File: src/rtl/dmem_arbiter_if.sv
// -----------------------------------------------------------------------------
// dmem_arbiter_if : requester, response and memory signals of the dmem arbiter
// Rev 1.0
// -----------------------------------------------------------------------------
`default_nettype none

interface dmem_arbiter_if;
  logic        p0_req;
  logic        p0_we;
  logic [31:0] p0_addr;
  logic [31:0] p0_wdata;
  logic        p0_gnt;
  logic        p0_rvalid;
  logic [31:0] p0_rdata;
  logic        p0_err;

  logic        p1_req;
  logic        p1_we;
  logic [31:0] p1_addr;
  logic [31:0] p1_wdata;
  logic        p1_gnt;
  logic        p1_rvalid;
  logic [31:0] p1_rdata;
  logic        p1_err;

  logic [31:0] mem_address;
  logic [31:0] mem_write_data;
  logic        mem_write_enable;
  logic [31:0] mem_read_data;

  // Arbiter side
  modport slave (
    input  p0_req, p0_we, p0_addr, p0_wdata,
    output p0_gnt, p0_rvalid, p0_rdata, p0_err,
    input  p1_req, p1_we, p1_addr, p1_wdata,
    output p1_gnt, p1_rvalid, p1_rdata, p1_err,
    output mem_address, mem_write_data, mem_write_enable,
    input  mem_read_data
  );

  // Requesters plus memory side
  modport master (
    output p0_req, p0_we, p0_addr, p0_wdata,
    input  p0_gnt, p0_rvalid, p0_rdata, p0_err,
    output p1_req, p1_we, p1_addr, p1_wdata,
    input  p1_gnt, p1_rvalid, p1_rdata, p1_err,
    input  mem_address, mem_write_data, mem_write_enable,
    output mem_read_data
  );
endinterface

`default_nettype wire

File: src/rtl/dmem_arbiter.sv
// -----------------------------------------------------------------------------
// dmem_arbiter : two-port fixed-priority arbiter for the single-port data memory
// Rev 1.0
// -----------------------------------------------------------------------------
`default_nettype none

module dmem_arbiter #(
  parameter int WORDS    = 64,
  parameter int MAX_WAIT = 8
) (
  input  logic          clk,
  input  logic          rst_arb,
  dmem_arbiter_if.slave bus
);

  localparam logic [7:0]  c_MAX_WAIT = 8'(MAX_WAIT);
  localparam logic [29:0] c_WORDS    = 30'(WORDS);

  logic [7:0]  wait_cnt_q, wait_cnt_d;
  logic        rvalid0_q, rvalid0_d;
  logic        err0_q, err0_d;
  logic [31:0] rdata0_q, rdata0_d;
  logic        rvalid1_q, rvalid1_d;
  logic        err1_q, err1_d;
  logic [31:0] rdata1_q, rdata1_d;

  logic        w_force_p1;
  logic        w_gnt0;
  logic        w_gnt1;
  logic        w_we;
  logic        w_legal;
  logic [31:0] w_addr;
  logic [31:0] w_wdata;
  logic [31:0] w_rdata;

  always_comb begin
    w_force_p1 = bus.p1_req && (wait_cnt_q == c_MAX_WAIT);
    w_gnt0     = !rst_arb && bus.p0_req && !w_force_p1;
    w_gnt1     = !rst_arb && bus.p1_req && (!bus.p0_req || w_force_p1);

    // Port 0 values stay on the bus when nobody is granted
    w_addr  = w_gnt1 ? bus.p1_addr  : bus.p0_addr;
    w_wdata = w_gnt1 ? bus.p1_wdata : bus.p0_wdata;
    w_we    = w_gnt1 ? bus.p1_we    : bus.p0_we;

    w_legal = (w_addr[1:0] == 2'b00) && (w_addr[31:2] < c_WORDS);
    w_rdata = (w_legal && !w_we) ? bus.mem_read_data : 32'h0;

    wait_cnt_d = 8'h00;
    if (bus.p1_req && !w_gnt1) begin
      wait_cnt_d = (wait_cnt_q < c_MAX_WAIT) ? wait_cnt_q + 8'h01 : wait_cnt_q;
    end

    rvalid0_d = w_gnt0;
    err0_d    = w_gnt0 && !w_legal;
    rdata0_d  = w_gnt0 ? w_rdata : 32'h0;
    rvalid1_d = w_gnt1;
    err1_d    = w_gnt1 && !w_legal;
    rdata1_d  = w_gnt1 ? w_rdata : 32'h0;
  end

  always_ff @(posedge clk) begin
    if (rst_arb) begin
      wait_cnt_q <= 8'h00;
      rvalid0_q  <= 1'b0;
      err0_q     <= 1'b0;
      rdata0_q   <= 32'h0;
      rvalid1_q  <= 1'b0;
      err1_q     <= 1'b0;
      rdata1_q   <= 32'h0;
    end else begin
      wait_cnt_q <= wait_cnt_d;
      rvalid0_q  <= rvalid0_d;
      err0_q     <= err0_d;
      rdata0_q   <= rdata0_d;
      rvalid1_q  <= rvalid1_d;
      err1_q     <= err1_d;
      rdata1_q   <= rdata1_d;
    end
  end

  assign bus.p0_gnt = w_gnt0;
  assign bus.p1_gnt = w_gnt1;

  assign bus.mem_address      = w_addr;
  assign bus.mem_write_data   = w_wdata;
  assign bus.mem_write_enable = (w_gnt0 || w_gnt1) && w_we && w_legal;

  // Responses are masked during reset so a response in flight is dropped at once
  assign bus.p0_rvalid = rvalid0_q && !rst_arb;
  assign bus.p0_err    = err0_q && !rst_arb;
  assign bus.p0_rdata  = rst_arb ? 32'h0 : rdata0_q;
  assign bus.p1_rvalid = rvalid1_q && !rst_arb;
  assign bus.p1_err    = err1_q && !rst_arb;
  assign bus.p1_rdata  = rst_arb ? 32'h0 : rdata1_q;

endmodule

`default_nettype wire

File: src/flat_wrapper.sv
// flat-port wrapper written by rule: the top's interface ports become plain ports
module dmem_arbiter_flat 
#(
  parameter int WORDS    = 64,
  parameter int MAX_WAIT = 8
)
  (clk, rst_arb, bus_p0_req, bus_p0_we, bus_p0_addr, bus_p0_wdata, bus_p0_gnt, bus_p0_rvalid, bus_p0_rdata, bus_p0_err, bus_p1_req, bus_p1_we, bus_p1_addr, bus_p1_wdata, bus_p1_gnt, bus_p1_rvalid, bus_p1_rdata, bus_p1_err, bus_mem_address, bus_mem_write_data, bus_mem_write_enable, bus_mem_read_data);
  dmem_arbiter_if bus_i ();
  input  logic clk;
  input  logic rst_arb;
  input wire logic [$bits(bus_i.p0_req)-1:0] bus_p0_req;
  input wire logic [$bits(bus_i.p0_we)-1:0] bus_p0_we;
  input wire logic [$bits(bus_i.p0_addr)-1:0] bus_p0_addr;
  input wire logic [$bits(bus_i.p0_wdata)-1:0] bus_p0_wdata;
  output wire logic [$bits(bus_i.p0_gnt)-1:0] bus_p0_gnt;
  output wire logic [$bits(bus_i.p0_rvalid)-1:0] bus_p0_rvalid;
  output wire logic [$bits(bus_i.p0_rdata)-1:0] bus_p0_rdata;
  output wire logic [$bits(bus_i.p0_err)-1:0] bus_p0_err;
  input wire logic [$bits(bus_i.p1_req)-1:0] bus_p1_req;
  input wire logic [$bits(bus_i.p1_we)-1:0] bus_p1_we;
  input wire logic [$bits(bus_i.p1_addr)-1:0] bus_p1_addr;
  input wire logic [$bits(bus_i.p1_wdata)-1:0] bus_p1_wdata;
  output wire logic [$bits(bus_i.p1_gnt)-1:0] bus_p1_gnt;
  output wire logic [$bits(bus_i.p1_rvalid)-1:0] bus_p1_rvalid;
  output wire logic [$bits(bus_i.p1_rdata)-1:0] bus_p1_rdata;
  output wire logic [$bits(bus_i.p1_err)-1:0] bus_p1_err;
  output wire logic [$bits(bus_i.mem_address)-1:0] bus_mem_address;
  output wire logic [$bits(bus_i.mem_write_data)-1:0] bus_mem_write_data;
  output wire logic [$bits(bus_i.mem_write_enable)-1:0] bus_mem_write_enable;
  input wire logic [$bits(bus_i.mem_read_data)-1:0] bus_mem_read_data;
  assign bus_i.p0_req = bus_p0_req;
  assign bus_i.p0_we = bus_p0_we;
  assign bus_i.p0_addr = bus_p0_addr;
  assign bus_i.p0_wdata = bus_p0_wdata;
  assign bus_p0_gnt = bus_i.p0_gnt;
  assign bus_p0_rvalid = bus_i.p0_rvalid;
  assign bus_p0_rdata = bus_i.p0_rdata;
  assign bus_p0_err = bus_i.p0_err;
  assign bus_i.p1_req = bus_p1_req;
  assign bus_i.p1_we = bus_p1_we;
  assign bus_i.p1_addr = bus_p1_addr;
  assign bus_i.p1_wdata = bus_p1_wdata;
  assign bus_p1_gnt = bus_i.p1_gnt;
  assign bus_p1_rvalid = bus_i.p1_rvalid;
  assign bus_p1_rdata = bus_i.p1_rdata;
  assign bus_p1_err = bus_i.p1_err;
  assign bus_mem_address = bus_i.mem_address;
  assign bus_mem_write_data = bus_i.mem_write_data;
  assign bus_mem_write_enable = bus_i.mem_write_enable;
  assign bus_i.mem_read_data = bus_mem_read_data;
  dmem_arbiter #(.WORDS(WORDS), .MAX_WAIT(MAX_WAIT)) u_core (.clk(clk), .rst_arb(rst_arb), .bus(bus_i));
endmodule
File: config.mk
export PLATFORM = sky130hd
export DESIGN_NAME = dmem_arbiter_flat
export DESIGN_NICKNAME = d
export VERILOG_FILES = /design/src/rtl/dmem_arbiter_if.sv /design/src/rtl/dmem_arbiter.sv /design/src/flat_wrapper.sv
export SDC_FILE = /design/constraint.sdc
export NUM_CORES = 1
export LEC_CHECK = 0
export BUFFER_PORTS_ARGS = -buffer_cell sky130_fd_sc_hd__buf_4
export CAP_MARGIN = 20
export CORE_AREA = 3 3 115 117
export CTS_BUF_LIST = sky130_fd_sc_hd__clkbuf_16
export DETAILED_ROUTE_END_ITERATION = 8
export DIE_AREA = 0 0 118 120
export HOLD_SLACK_MARGIN = 0.1
export PLACE_DENSITY_LB_ADDON = 0.15
export SYNTH_ARGS = -nofsm -noshare
export SYNTH_HDL_FRONTEND = slang
export SYNTH_SLANG_ARGS = --single-unit
File: constraint.sdc
create_clock -name clk -period 6.3 [get_ports clk]
set_input_delay 1.575 -clock clk [delete_from_list [all_inputs] [get_ports clk]]
set_output_delay 1.575 -clock clk [all_outputs]
set_load 0.03 [all_outputs]
Word level (Yosys, flattened, before mapping). Index checks and enable logic that the tools add are counted.

Bits in registers: 76. Bits of input ports: 166.

Bitwise logic cells: 3. Multiplexer cells: 6. Add/subtract/negate cells: 1. Eq/ne operators: 1. Reductions and logical operators: 28. Magnitude comparators: 2.

Operator list (count): $mux W32 (5); $lt A30 B7 Y1 const B (1); $logic_and A1 B1 Y1 (16); $add A8 B1 Y8 const B (1); $eq A8 B4 Y1 const B (1); $lt A8 B4 Y1 const B (1); $logic_not A1 Y1 (6); $reduce_or A2 Y1 (3); $not A1 Y1 (3); $logic_not A2 Y1 (1); $logic_or A1 B1 Y1 (2); $mux W1 (1).

Logic depth before layout (Yosys ltp).
Depth in word-level cells: 9. Gate-level depth with buffers: 7. Depth with buffers taken out: 7.

Worst setup path after synthesis. No wires, ideal clock.

Kind: input -> output. Start point: in bus_p1_addr[12]. End point: out bus_mem_write_enable. Required time: 4.725 ns. Stages on the path: 4. Setup slack: 1.666 ns. Data arrival time: 3.059 ns. Path through: nor4_1 > and4_1 > nand4_1 > a221oi_1.

Word-level cells in the longest chain between the ends: 4.

RTL lines: start, declared (line flat_wrapper.sv:21) `input wire logic [$bits(bus_i.p1_addr)-1:0] bus_p1_addr;`; $mux W32 (line dmem_arbiter.sv:42) `w_addr = w_gnt1 ? bus.p1_addr : bus.p0_addr;`; $lt A30 B7 Y1 (line dmem_arbiter.sv:46) `w_legal = (w_addr[1:0] == 2'b00) && (w_addr[31:2] < c_WORDS);`; $logic_and A1 B1 Y1 (line dmem_arbiter.sv:46); $logic_and A1 B1 Y1 (line dmem_arbiter.sv:87) `assign bus.mem_write_enable = (w_gnt0 || w_gnt1) && w_we && w_legal;`; end, declared (line flat_wrapper.sv:29) `output wire logic [$bits(bus_i.mem_write_enable)-1:0] bus_mem_write_enable;`.

No other way between the ends.

Final worst setup path.
Start point: in bus_p1_req. End point: out bus_mem_address[15].

Word-level cells in the longest chain between the ends: 4. Elaborated cells between the ends (all ways): 5. Those cells by class: mux: 1; reduce/logical: 4.

RTL lines: start, declared (line flat_wrapper.sv:19) `input wire logic [$bits(bus_i.p1_req)-1:0] bus_p1_req;`; $logic_and A1 B1 Y1 (line dmem_arbiter.sv:37) `w_force_p1 = bus.p1_req && (wait_cnt_q == c_MAX_WAIT);`; $logic_or A1 B1 Y1 (line dmem_arbiter.sv:39) `w_gnt1 = !rst_arb && bus.p1_req && (!bus.p0_req || w_force_p1);`; $logic_and A1 B1 Y1 * (line dmem_arbiter.sv:39); $mux W32 * (line dmem_arbiter.sv:42); end, declared (line flat_wrapper.sv:27) `output wire logic [$bits(bus_i.mem_address)-1:0] bus_mem_address;`.

Mark *: on every way between the ends. The rest lies on a longest branch, timed or not.

==> impl_summary.log <==
[metrics] Max Buffers Root-to-Sink: 2
[metrics] Mapped Nets: 525
[metrics] critical path data required time: 4.72 ns
[metrics] largest net degree at the start of global routing: 71
[metrics] FMAX: 196 MHz
[metrics] share of the core filled with cells: 50.5%
[metrics] Top Metal Used: met4
[metrics] unrepaired setup endpoints after global routing: false
[metrics] static leakage: 0.00298 uW
[metrics] IO buf count: 300
[metrics] final routed wirelength across all metal layers: 14300 um
[metrics] post-CTS resize count: 0
[metrics] die area: 14200 um2
[metrics] Final Max Tran Viols: 0
[metrics] Layout Nets: 816
[metrics] post-route clock skew: 0.00564 ns
[metrics] EDFF count, synth: 0
[metrics] number of vias per cell after detailed routing: 4.39
[metrics] Max-Cap Viols: 0
[metrics] top-level port count: 301
[metrics] number of clock buffers inserted by TritonCTS: 9
[metrics] number of antenna violations at the first check in global routing: 0
[metrics] number of clock sinks: 76
[metrics] minimum clock period after layout: 5.09 ns
[metrics] detailed-route wire length on metal 1: 5490 um
[metrics] leading cell types in the layout, fill and taps excluded: sky130_fd_sc_hd__buf_4, sky130_fd_sc_hd__dfxtp_1, sky130_fd_sc_hd__nor2b_1
[metrics] Detailed Place HPWL: 11700 um
[metrics] top flip-flop cell by instance count after synthesis: sky130_fd_sc_hd__dfxtp_1
[metrics] clock root buffer: sky130_fd_sc_hd__clkbuf_16
[metrics] Arrival @ worst endpoint: 3.52 ns
[metrics] power per unit of standard cell area: 202 nW/um2
[metrics] type of destination of the critical path: output port
[metrics] Worst Path Max Fanout: 26
[metrics] Fin Setup TNS: 0 ns
[metrics] Post-Synthesis Cells: 357
[metrics] Final Cycle Share: 80.9%
[metrics] HP Class: register to register
[metrics] starting DRC count in detailed routing: 214
[metrics] via count: 3615
[metrics] overall overflow remaining after global route: 0
[metrics] core box area: 12500 um2
[metrics] Setup Crit Path Kind: primary input to output port
[metrics] wire length of the first global-routing pass: 21000 um
[metrics] synthesized cell area: 3580 um2
[metrics] most frequent standard cell in the layout excluding fill and tap cells: sky130_fd_sc_hd__buf_4
[metrics] run status: finished clean
[metrics] area added between synthesis and finish: 75.6%
[metrics] setup repair bufs after CTS: 0
[metrics] clock tree from TritonCTS: built
[metrics] yosys warns: 0
[metrics] setup violators final: 0
[metrics] hold-fix buffer count after cts: 0
[metrics] weighted congestion reported at the end of routability-driven placement: 0.900
[metrics] worst slew margin relative to its limit: 54.5%
[metrics] die extent in y: 120 um
[metrics] width of the die: 118 um
[metrics] Clk pin slew, worst setup/hold paths: 0.05 ns
[metrics] Final Hold Slack: 0.483 ns
[metrics] number of H-tree branching levels: 3
[metrics] peak ir drop on the vdd network: 124 uV
[metrics] antenna viol nets, final: 0
[metrics] Cell Rows: 41
[metrics] met3 wire len: 1240 um
[metrics] average instance area after synthesis: 10.0 um2
[metrics] residual DRC count: 0
[metrics] average wire per standard cell: 17.4 um
[metrics] distinct cell type count of the synthesized netlist: 30
[metrics] count of TritonRoute iterations in the first routing pass: 4
[metrics] fraction of layout cells with a size suffix above 1: 50.4%
[metrics] register bit total from synthesis: 76
[metrics] fraction of registers with async set or reset after synthesis: 0%
[metrics] worst-skew pair later-pin latency: 0.33 ns
[metrics] n_diodes: 0
[metrics] startpoint types: primary input
[metrics] count of endpoints failing hold in the final timing report: 0
[metrics] number of global-route vias before repair: 3865
[metrics] share of the yosys chip area belonging to registers: 42.4%
[metrics] transition time at the pin with the least slew margin: 0.683 ns
[metrics] total met2 wirelength after detailed routing: 7440 um
[metrics] initial standard-cell utilization of the core: 28.8%
[metrics] global-route usage over all layers: 19.3%
metrics by stage:
stage          power, uW  setup slack [ns]  std cells  instance area (um2)
2_1_floorplan        608              1.67        357                 3580
3_3_place_gp         756              1.32        809                 5990
3_5_place_dp         757              1.19        809                 5990
4_1_cts             1290              1.18        823                 6300
5_1_grt             1320              1.05        823                 6300
6_report            1270              1.21        823                 6300
report_power, final:
group          internal [uW]  total (uW)  switching [uW]  leakage (uW)
sequential               482         483           0.586      0.000613
clock                    341         528             187      0.000151
combinational            129         263             133       0.00222
cell type report:
| cell class | instances | area, um2 |
|---|---|---|
| Clock buffer | 9 | 225 |
| Timing Repair Buffer | 304 | 2290 |
| Sequential cell | 76 | 1520 |
| Multi-Input combinational cell | 250 | 1930 |
| Tap cell | 172 | 215 |
| Clock inverter | 5 | 78.8 |
| Inverter | 7 | 26.3 |
| Fill cell | 1193 | 6170 |
synth_stat cells (2+ instances only):
cell	n	area, um2
sky130_fd_sc_hd__clkbuf_1	13	48.8
sky130_fd_sc_hd__nor4_1	12	75.1
sky130_fd_sc_hd__nand2_1	4	15.0
sky130_fd_sc_hd__ha_1	2	25.0
sky130_fd_sc_hd__a21oi_1	3	15.0
sky130_fd_sc_hd__xnor2_1	2	17.5
sky130_fd_sc_hd__nor2b_1	69	432
sky130_fd_sc_hd__buf_2	10	50.1
sky130_fd_sc_hd__nor3b_1	33	248
sky130_fd_sc_hd__and3_1	6	37.5
sky130_fd_sc_hd__mux2_2	6	67.6
sky130_fd_sc_hd__and4_1	2	17.5
sky130_fd_sc_hd__inv_1	7	26.3
sky130_fd_sc_hd__and2_1	32	200
sky130_fd_sc_hd__mux2_1	58	653
sky130_fd_sc_hd__nor2_1	8	30.0
sky130_fd_sc_hd__dfxtp_1	76	1520
sky130_fd_sc_hd__nand3_1	2	10.0
state kept, by name, summed over array words and instances, names as in the netlist:
signal / flops
u_core.rvalid0_q: 1
u_core.wait_cnt_q: 8
u_core.rdata1_q: 32
u_core.err1_q: 1
u_core.rdata0_q: 32
u_core.err0_q: 1
u_core.rvalid1_q: 1
metal layers:
layer / vias to the layer above / GRT usage [%]
met4: 0 / 4.84
met3: 10 / 7.87
met1: 1666 / 20.6
met2: 157 / 35.5
li1: 1782 / -
met5: - / 0
worst max-delay path: stages:
cell                      delay (ns)
sky130_fd_sc_hd__buf_4          0.10
sky130_fd_sc_hd__nor2b_1        0.40
sky130_fd_sc_hd__nand2_2        0.50
sky130_fd_sc_hd__inv_1          0.37
sky130_fd_sc_hd__mux2_2         0.39
sky130_fd_sc_hd__buf_4          0.17
final timing paths:
path,from,endpoint,slack (ns),cells after the start
max reg2reg,u_core.wait_cnt_q[4]$_SDFFE_PP0N_,u_core.rdata0_q[28]$_SDFF_PP0_,4.20,4
max,bus_p1_req,bus_mem_address[15],1.21,6
min reg2reg,u_core.wait_cnt_q[6]$_SDFFE_PP0N_,u_core.wait_cnt_q[6]$_SDFFE_PP0N_,0.48,1
min,u_core.wait_cnt_q[6]$_SDFFE_PP0N_,u_core.wait_cnt_q[6]$_SDFFE_PP0N_,0.48,1
cells by family (layout without fill, tap and decap cells):
family | after synthesis | in the layout | share of synthesized area (%)
and+or+nand+nor | 173 | 173 | 30.9
DFF | 76 | 76 | 42.4
buffers and inverters | 31 | 325 | 3.60
adders and majority gates | 2 | 2 | 0.698
muxes | 64 | 64 | 20.1
AOI/OAI and AO/OA | 9 | 9 | 1.81
xor gates and xnor gates | 2 | 2 | 0.489
No activity file was read; power rests on OpenSTA's default activity.
